### src/rtl/iob_axi_bridge_pkg.sv
// Shared types and AXI constants for the IOb-to-AXI4 single-beat bridge.
package iob_axi_bridge_pkg;

    typedef enum logic [2:0] {
        IDLE,
        WRITE,
        WRESP,
        READ_ADDR,
        READ_DATA
    } state_t;

    localparam logic [1:0] BURST_INCR    = 2'b01;
    localparam logic [1:0] RESP_OKAY     = 2'b00;
    localparam logic [3:0] CACHE_DEFAULT = 4'b0011;

endpackage

### src/rtl/iob_axi_bridge_wr_ch.sv
// AW/W channel driver: registers the write beat and tracks the two handshakes
// independently so they may complete in either order or together.
module iob_axi_bridge_wr_ch #(
    parameter int ADDR_WIDTH = 16,
    parameter int DATA_WIDTH = 32,
    parameter int STRB_WIDTH = DATA_WIDTH / 8
) (
    input  logic                  clk,
    input  logic                  rst_n,
    input  logic                  start,
    input  logic [ADDR_WIDTH-1:0] addr,
    input  logic [DATA_WIDTH-1:0] data,
    input  logic [STRB_WIDTH-1:0] strb,
    input  logic                  awready,
    input  logic                  wready,
    output logic                  awvalid,
    output logic [ADDR_WIDTH-1:0] awaddr,
    output logic                  wvalid,
    output logic [DATA_WIDTH-1:0] wdata,
    output logic [STRB_WIDTH-1:0] wstrb,
    output logic                  done
);

    logic aw_done;
    logic w_done;
    logic aw_hs;
    logic w_hs;

    assign aw_hs = awvalid & awready;
    assign w_hs  = wvalid & wready;

    // Includes handshakes completing this cycle so the FSM can advance on the same edge.
    assign done = (aw_done | aw_hs) & (w_done | w_hs);

    always_ff @(posedge clk or negedge rst_n) begin
        if (!rst_n) begin
            awvalid <= 1'b0;
            wvalid  <= 1'b0;
            aw_done <= 1'b0;
            w_done  <= 1'b0;
            awaddr  <= '0;
            wdata   <= '0;
            wstrb   <= '0;
        end else if (start) begin
            awvalid <= 1'b1;
            wvalid  <= 1'b1;
            aw_done <= 1'b0;
            w_done  <= 1'b0;
            awaddr  <= addr;
            wdata   <= data;
            wstrb   <= strb;
        end else begin
            if (aw_hs) begin
                awvalid <= 1'b0;
                aw_done <= 1'b1;
            end
            if (w_hs) begin
                wvalid <= 1'b0;
                w_done <= 1'b1;
            end
        end
    end

endmodule

### src/rtl/iob_axi_bridge.sv
// IOb request bus to AXI4 master, one single-beat transaction per request.
// Optional posted writes with B credit counting: IOB_AXI_BRIDGE_POSTED_WR_EN.
module iob_axi_bridge
    import iob_axi_bridge_pkg::*;
#(
    parameter int ADDR_WIDTH      = 16,
    parameter int DATA_WIDTH      = 32,
    parameter int ID_WIDTH        = 8,
    parameter int LEN_WIDTH       = 8,
    parameter int AXI_ID          = 0,
    parameter int MAX_OUTSTANDING = 4,
    localparam int STRB_WIDTH     = DATA_WIDTH / 8
) (
    input  logic                  clk_i,
    input  logic                  rst_n_i,
    input  logic                  iob_valid_i,
    input  logic [ADDR_WIDTH-1:0] iob_addr_i,
    input  logic [DATA_WIDTH-1:0] iob_wdata_i,
    input  logic [STRB_WIDTH-1:0] iob_wstrb_i,
    output logic                  iob_ready_o,
    output logic                  iob_rvalid_o,
    output logic [DATA_WIDTH-1:0] iob_rdata_o,
    output logic                  err_o,
    output logic [ID_WIDTH-1:0]   axi_awid_o,
    output logic [ADDR_WIDTH-1:0] axi_awaddr_o,
    output logic [LEN_WIDTH-1:0]  axi_awlen_o,
    output logic [2:0]            axi_awsize_o,
    output logic [1:0]            axi_awburst_o,
    output logic [1:0]            axi_awlock_o,
    output logic [3:0]            axi_awcache_o,
    output logic [2:0]            axi_awprot_o,
    output logic [3:0]            axi_awqos_o,
    output logic                  axi_awvalid_o,
    input  logic                  axi_awready_i,
    output logic [DATA_WIDTH-1:0] axi_wdata_o,
    output logic [STRB_WIDTH-1:0] axi_wstrb_o,
    output logic                  axi_wlast_o,
    output logic                  axi_wvalid_o,
    input  logic                  axi_wready_i,
    input  logic [ID_WIDTH-1:0]   axi_bid_i,
    input  logic [1:0]            axi_bresp_i,
    input  logic                  axi_bvalid_i,
    output logic                  axi_bready_o,
    output logic [ID_WIDTH-1:0]   axi_arid_o,
    output logic [ADDR_WIDTH-1:0] axi_araddr_o,
    output logic [LEN_WIDTH-1:0]  axi_arlen_o,
    output logic [2:0]            axi_arsize_o,
    output logic [1:0]            axi_arburst_o,
    output logic [1:0]            axi_arlock_o,
    output logic [3:0]            axi_arcache_o,
    output logic [2:0]            axi_arprot_o,
    output logic [3:0]            axi_arqos_o,
    output logic                  axi_arvalid_o,
    input  logic                  axi_arready_i,
    input  logic [ID_WIDTH-1:0]   axi_rid_i,
    input  logic [DATA_WIDTH-1:0] axi_rdata_i,
    input  logic [1:0]            axi_rresp_i,
    input  logic                  axi_rlast_i,
    input  logic                  axi_rvalid_i,
    output logic                  axi_rready_o
);

    localparam logic [2:0] AXI_SIZE = 3'($clog2(STRB_WIDTH));

    state_t                state_q, state_d;
    logic                  arvalid_q, arvalid_d;
    logic                  rready_q, rready_d;
    logic                  ready_q, ready_d;
    logic                  rvalid_q, rvalid_d;
    logic [DATA_WIDTH-1:0] rdata_q, rdata_d;
    logic [ADDR_WIDTH-1:0] araddr_q, araddr_d;
    logic                  err_q, err_d;
    logic                  wr_start;
    logic                  wr_done;
    logic                  wr_ok;
    logic                  rd_ok;
    logic                  b_hs;
    logic                  r_hs;

    assign axi_awid_o    = ID_WIDTH'(AXI_ID);
    assign axi_awlen_o   = '0;
    assign axi_awsize_o  = AXI_SIZE;
    assign axi_awburst_o = BURST_INCR;
    assign axi_awlock_o  = '0;
    assign axi_awcache_o = CACHE_DEFAULT;
    assign axi_awprot_o  = '0;
    assign axi_awqos_o   = '0;
    assign axi_wlast_o   = 1'b1;
    assign axi_arid_o    = ID_WIDTH'(AXI_ID);
    assign axi_araddr_o  = araddr_q;
    assign axi_arlen_o   = '0;
    assign axi_arsize_o  = AXI_SIZE;
    assign axi_arburst_o = BURST_INCR;
    assign axi_arlock_o  = '0;
    assign axi_arcache_o = CACHE_DEFAULT;
    assign axi_arprot_o  = '0;
    assign axi_arqos_o   = '0;
    assign axi_arvalid_o = arvalid_q;
    assign axi_rready_o  = rready_q;
    assign iob_ready_o   = ready_q;
    assign iob_rvalid_o  = rvalid_q;
    assign iob_rdata_o   = rdata_q;
    assign err_o         = err_q;
    assign r_hs          = axi_rvalid_i & rready_q;

    iob_axi_bridge_wr_ch #(
        .ADDR_WIDTH(ADDR_WIDTH),
        .DATA_WIDTH(DATA_WIDTH),
        .STRB_WIDTH(STRB_WIDTH)
    ) u_wr_ch (
        .clk    (clk_i),
        .rst_n  (rst_n_i),
        .start  (wr_start),
        .addr   (iob_addr_i),
        .data   (iob_wdata_i),
        .strb   (iob_wstrb_i),
        .awready(axi_awready_i),
        .wready (axi_wready_i),
        .awvalid(axi_awvalid_o),
        .awaddr (axi_awaddr_o),
        .wvalid (axi_wvalid_o),
        .wdata  (axi_wdata_o),
        .wstrb  (axi_wstrb_o),
        .done   (wr_done)
    );

`ifdef IOB_AXI_BRIDGE_POSTED_WR_EN
    localparam int CNT_W = $clog2(MAX_OUTSTANDING) + 1;

    logic [CNT_W-1:0] out_cnt;
    logic             cnt_inc;
    logic             cnt_dec;

    assign cnt_inc      = (state_q == WRITE) && wr_done;
    assign cnt_dec      = axi_bvalid_i && (out_cnt != '0);
    assign wr_ok        = (out_cnt != CNT_W'(MAX_OUTSTANDING));
    // Reads wait for every posted write to be acknowledged to keep read-after-write order.
    assign rd_ok        = (out_cnt == '0);
    assign b_hs         = axi_bvalid_i;
    assign axi_bready_o = 1'b1;

    always_ff @(posedge clk_i or negedge rst_n_i) begin
        if (!rst_n_i) begin
            out_cnt <= '0;
        end else if (cnt_inc && !cnt_dec) begin
            out_cnt <= out_cnt + 1'b1;
        end else if (cnt_dec && !cnt_inc) begin
            out_cnt <= out_cnt - 1'b1;
        end
    end
`else
    logic bready_q, bready_d;
    logic unused_cfg;

    assign wr_ok        = 1'b1;
    assign rd_ok        = 1'b1;
    assign b_hs         = axi_bvalid_i & bready_q;
    assign axi_bready_o = bready_q;
    assign unused_cfg   = (MAX_OUTSTANDING > 1);

    always_ff @(posedge clk_i or negedge rst_n_i) begin
        if (!rst_n_i) begin
            bready_q <= 1'b0;
        end else begin
            bready_q <= bready_d;
        end
    end
`endif

    logic unused_inputs;
    assign unused_inputs = ^{axi_bid_i, axi_rid_i, axi_rlast_i};

    always_ff @(posedge clk_i or negedge rst_n_i) begin
        if (!rst_n_i) begin
            state_q   <= IDLE;
            arvalid_q <= 1'b0;
            rready_q  <= 1'b0;
            ready_q   <= 1'b0;
            rvalid_q  <= 1'b0;
            rdata_q   <= '0;
            araddr_q  <= '0;
            err_q     <= 1'b0;
        end else begin
            state_q   <= state_d;
            arvalid_q <= arvalid_d;
            rready_q  <= rready_d;
            ready_q   <= ready_d;
            rvalid_q  <= rvalid_d;
            rdata_q   <= rdata_d;
            araddr_q  <= araddr_d;
            err_q     <= err_d;
        end
    end

    always_comb begin
        state_d   = state_q;
        arvalid_d = arvalid_q;
        rready_d  = rready_q;
        ready_d   = 1'b0;
        rvalid_d  = 1'b0;
        rdata_d   = rdata_q;
        araddr_d  = araddr_q;
        err_d     = err_q;
        wr_start  = 1'b0;
`ifndef IOB_AXI_BRIDGE_POSTED_WR_EN
        bready_d  = bready_q;
`endif
        case (state_q)
            IDLE: begin
                // The request is still held during the completion pulse; skip that cycle.
                if (iob_valid_i && !ready_q) begin
                    if (|iob_wstrb_i) begin
                        if (wr_ok) begin
                            wr_start = 1'b1;
                            state_d  = WRITE;
                        end
                    end else if (rd_ok) begin
                        arvalid_d = 1'b1;
                        araddr_d  = iob_addr_i;
                        state_d   = READ_ADDR;
                    end
                end
            end
            WRITE: begin
                if (wr_done) begin
`ifdef IOB_AXI_BRIDGE_POSTED_WR_EN
                    ready_d  = 1'b1;
                    state_d  = IDLE;
`else
                    bready_d = 1'b1;
                    state_d  = WRESP;
`endif
                end
            end
`ifndef IOB_AXI_BRIDGE_POSTED_WR_EN
            WRESP: begin
                if (b_hs) begin
                    bready_d = 1'b0;
                    ready_d  = 1'b1;
                    state_d  = IDLE;
                end
            end
`endif
            READ_ADDR: begin
                if (axi_arready_i) begin
                    arvalid_d = 1'b0;
                    rready_d  = 1'b1;
                    state_d   = READ_DATA;
                end
            end
            READ_DATA: begin
                if (r_hs) begin
                    rready_d = 1'b0;
                    rdata_d  = axi_rdata_i;
                    ready_d  = 1'b1;
                    rvalid_d = 1'b1;
                    state_d  = IDLE;
                end
            end
            default: state_d = IDLE;
        endcase
        if (b_hs && (axi_bresp_i != RESP_OKAY)) err_d = 1'b1;
        if (r_hs && (axi_rresp_i != RESP_OKAY)) err_d = 1'b1;
    end

endmodule
### config.mk
export PLATFORM = sky130hd
export DESIGN_NAME = iob_axi_bridge
export DESIGN_NICKNAME = d
export VERILOG_FILES = /design/src/rtl/iob_axi_bridge_pkg.sv /design/src/rtl/iob_axi_bridge_wr_ch.sv /design/src/rtl/iob_axi_bridge.sv
export SDC_FILE = /design/constraint.sdc
export NUM_CORES = 1
export LEC_CHECK = 0
export BUFFER_PORTS_ARGS = -buffer_cell sky130_fd_sc_hd__buf_2
export CORE_AREA = 3 3 113 115
export CTS_CLUSTER_SIZE = 30
export DETAILED_ROUTE_END_ITERATION = 8
export DIE_AREA = 0 0 116 118
export PLACE_DENSITY = 0.76
export SYNTH_ARGS = -nofsm -noshare
export SYNTH_HDL_FRONTEND = slang
export SYNTH_SLANG_ARGS = --single-unit
export TNS_END_PERCENT = 1
### constraint.sdc
create_clock -name clk_i -period 3.8 [get_ports clk_i]
set_input_delay 0.19 -clock clk_i [delete_from_list [all_inputs] [get_ports clk_i]]
set_output_delay 0.19 -clock clk_i [all_outputs]
set_load 0.05 [all_outputs]
==> results by group <==
Clock tree
  • Clk Tree Root Cell: clkbuf_16
  • CTS tree: yes
  • Post-CTS setup buffers: 0
  • Clock slew at reported path FFs: 0.05 ns
  • Resize count post-CTS: 0
  • Cts bufs inserted: 17
  • Clk buf depth: 2
  • Worst-Skew Late Latency: 0.40 ns
  • Htree depth: 4
  • Hold buffer count at CTS: 27
  • CTS sink cnt: 113

Drt
  • Vias: 3312
  • Total wire length: between 10000 and 15000 µm
  • Iteration-0 DRC Markers: a little over 80
  • DR DRC count: 0
  • First-pass detailed-route iteration total: 4
  • Routed Antenna Nets: 0
  • Routed len/inst: 15.0 µm
  • Vias per Instance: 4.46

Synthesis
  • Register area share after synthesis: 57.5%
  • Mapped cell area: between 0.004 and 0.005 mm²
  • Leading area contributor after synthesis: dfrtp_1
  • Top post-synthesis cells by area: dfrtp_1 57%, mux2_2 13%, buf_4 11%
  • Synth top area share: 57.5%
  • Seq cells post-synth: 113
  • Synth cell types: 33
  • Cell count after synthesis: 344
  • Syn avg cell area: 14.3 µm²
  • Synth warn: 0

Critical path
  • WP data arrival: approximately 2.6 ns
  • Slowest CP cell: nor3b_4
  • Worst r2r path cells: 4
  • WS Path Type: reg2reg
  • R2R Path End: axi_araddr_o[1]
  • Largest fanout on the critical path: 17
  • Startpoint Class: register
  • R2r setup slk: approximately 1.5 ns
  • CP endpoint kind: register
  • Req. time, crit path: between 4 and 5 ns
  • Slowest stage delay, CP: 0.92 ns
  • Crit path to: axi_araddr_o[1]
  • Worst setup startpoint: state_q[0]
  • FF-to-FF Start: state_q[0]
  • Worst path cell trace: nor2_4 -> nand3b_2 -> nor3b_4 -> mux2_2

Die
  • Std-Cell Rows: 40
  • Core region area: 0.0119 mm²
  • Num ports: 290
  • Die area: 0.0137 mm²
  • Die height: 118 µm
  • Initial core utilization: between 40% and 50%
  • Die Wd: 116 µm

Power and ir drop
  • Power per cell area: 1040 mW/mm²
  • Sw Share: 47.6%
  • Leak pwr: 0.00357 µW
  • P_sw: 3290 µW
  • VDD IR max: 0.682 mV
  • Flop pwr share: 29.1%
  • Int Power: 3620 µW
  • Combinational power share: 48.0%
  • Clock share of power: 22.9%

Timing
  • Max Slew Vio Count: 0
  • Final Hold Fails: 0
  • Least-Margin Pin Slew: 1.08 ns
  • RSZ-0062 raised after global routing: false
  • Setup TNS: 0 ns
  • Clk_skew: between 0.004 and 0.005 ns
  • Min Tclk post-route: 2.31 ns
  • FMAX: 433 MHz
  • Final setup fails: 0
  • Slew HR: 27.6%
  • Period utilisation layout: 60.7%

Global routing
  • Gr usage total: 16.8%
  • Largest net degree at the start of global routing: 46
  • Grt ovf: 0
  • First-pass GRT wire length: 17700 µm
  • Initial antenna violation count: 0
  • Number of global-route vias before repair: around 3500

Finish
  • Ant diodes: 0
  • Share of layout cells above drive strength 1: 51.8%
  • NumNets Final: about 700
  • Final Instance Count excl. Fillers: 743
  • Synth-to-Final Area Change: 35.2%

Place
  • Post-Place Cells: 685
  • # port buffers: around 200
  • DPL Wire Length: 8150 µm
  • RePlAce Congestion: 0.812

Job
  • Max cap viols: 0

Worst hold path
  • Hold Path Class: in2reg

Run status
  • Status: completed
## critical path, delay by kind of cell, from the launching register on
kind          cells  cell delay [ns]
mux               1             0.43
simple gates      3             1.28
flops             1             0.49
## area by class of cell
| cell class | instances | area, µm² |
|---|---|---|
| clock buffer | 19 | 453 |
| clock inverter | 12 | 140 |
| tap | 147 | 184 |
| sequential | 113 | 2830 |
| multi-input combinational | 212 | 1700 |
| fill | 997 | 5260 |
| inverter | 5 | 18.8 |
| timing repair buffer | 235 | 1330 |
## metrics by stage
step | power, µW | hold WS (ns) | setup WS (ns) | area (µm²) | utilization (%)
finish | 6910 | 0.0209 | 1.49 | 6650 | 55.9
global route | 7230 | 0.00589 | 1.32 | 6650 | 55.9
CTS | 6990 | 0.0000442 | 1.44 | 6650 | 55.9
detailed placement | 5350 | 0.221 | 1.45 | 5790 | 48.6
global placement | 5260 | 0.211 | 1.52 | 5790 | 48.6
floorplan | 4640 | -0.106 | 1.92 | 5170 | -
## cells in the mapped netlist, drive strengths merged
cell type,count
nor4,1
nor2b,2
buf,81
o21a,1
nand3,4
o21ai,1
o211ai,1
or2,1
o31ai,1
or3,1
a31oi,1
nand3b,2
and2,1
a21oi,5
o221ai,1
inv,5
nor2,7
mux2,100
nor3b,1
nand2,7
conb,2
a22oi,1
a21o,2
nor3,1
a32oi,1
dfrtp,113
## metal layers
metal / GRT usage, % / up-vias / wire (µm)
met3: 6.58 / 10 / 1010
li1: - / 1514 / -
met5: 0 / - / 0
met1: 17.9 / 1615 / 4130
met4: 5.95 / 0 / 113
met2: 29.7 / 173 / 5910
## sequential cells by signal (all words and copies together), names as in the netlist
register	cells
u_wr_ch.aw_done	1
axi_arvalid_o	1
u_wr_ch.wvalid	1
u_wr_ch.w_done	1
iob_rdata_o	32
state_q	3
axi_araddr_o	16
u_wr_ch.awvalid	1
u_wr_ch.wstrb	4
axi_rready_o	1
iob_ready_o	1
err_o	1
u_wr_ch.awaddr	16
u_wr_ch.wdata	32
axi_bready_o	1
iob_rvalid_o	1
## power by group through the flow
stage,Combinational (µW),Clock (µW),Sequential [µW]
after floorplan,910,0,3730
after global placement,3270,0,1990
after detailed placement,3320,0,2020
after CTS,3350,1630,2010
after global routing,3470,1680,2080
final,3320,1580,2010
## how the worst min path moves through the flow
| stage | start | to | depth (start not counted) |
|---|---|---|---|
| 4_1_cts | iob_wdata_i[11] | u_wr_ch.wdata[11] | 2 |
| 3_5_place_dp | rst_n_i | u_wr_ch.wdata[8] | 1 |
| 3_3_place_gp | rst_n_i | u_wr_ch.wdata[4] | 1 |
| 6_report | iob_addr_i[2] | u_wr_ch.awaddr[2] | 2 |
| 2_1_floorplan | rst_n_i | axi_araddr_o[0] | 0 |
| 5_1_grt | iob_wdata_i[11] | u_wr_ch.wdata[11] | 2 |
## cells by family after synthesis
family,share of synthesized area [%]
other cells,0.153
compound gates,2.01
mux,23.6
buf+inv,13.1
flops,57.5
simple gates,3.66
## placed cells by master, fill, tap and decap left out, types with 2 or more instances in the layout
master,Yosys,final
a21o_1,2,2
a21oi_1,5,5
buf_2,5,202
buf_4,70,6
bufinv_16,0,3
clkbuf_16,0,17
clkbuf_8,0,2
clkinv_2,0,7
clkinvlp_4,0,2
conb_1,2,69
dfrtp_1,113,113
dlygate4sd3_1,0,27
inv_1,5,5
mux2_1,36,36
mux2_2,55,55
mux2_4,9,9
nand2_1,7,7
nand3_1,4,4
nor2_1,6,6
nor2b_1,2,2
No activity file was read; power rests on OpenSTA's default activity.
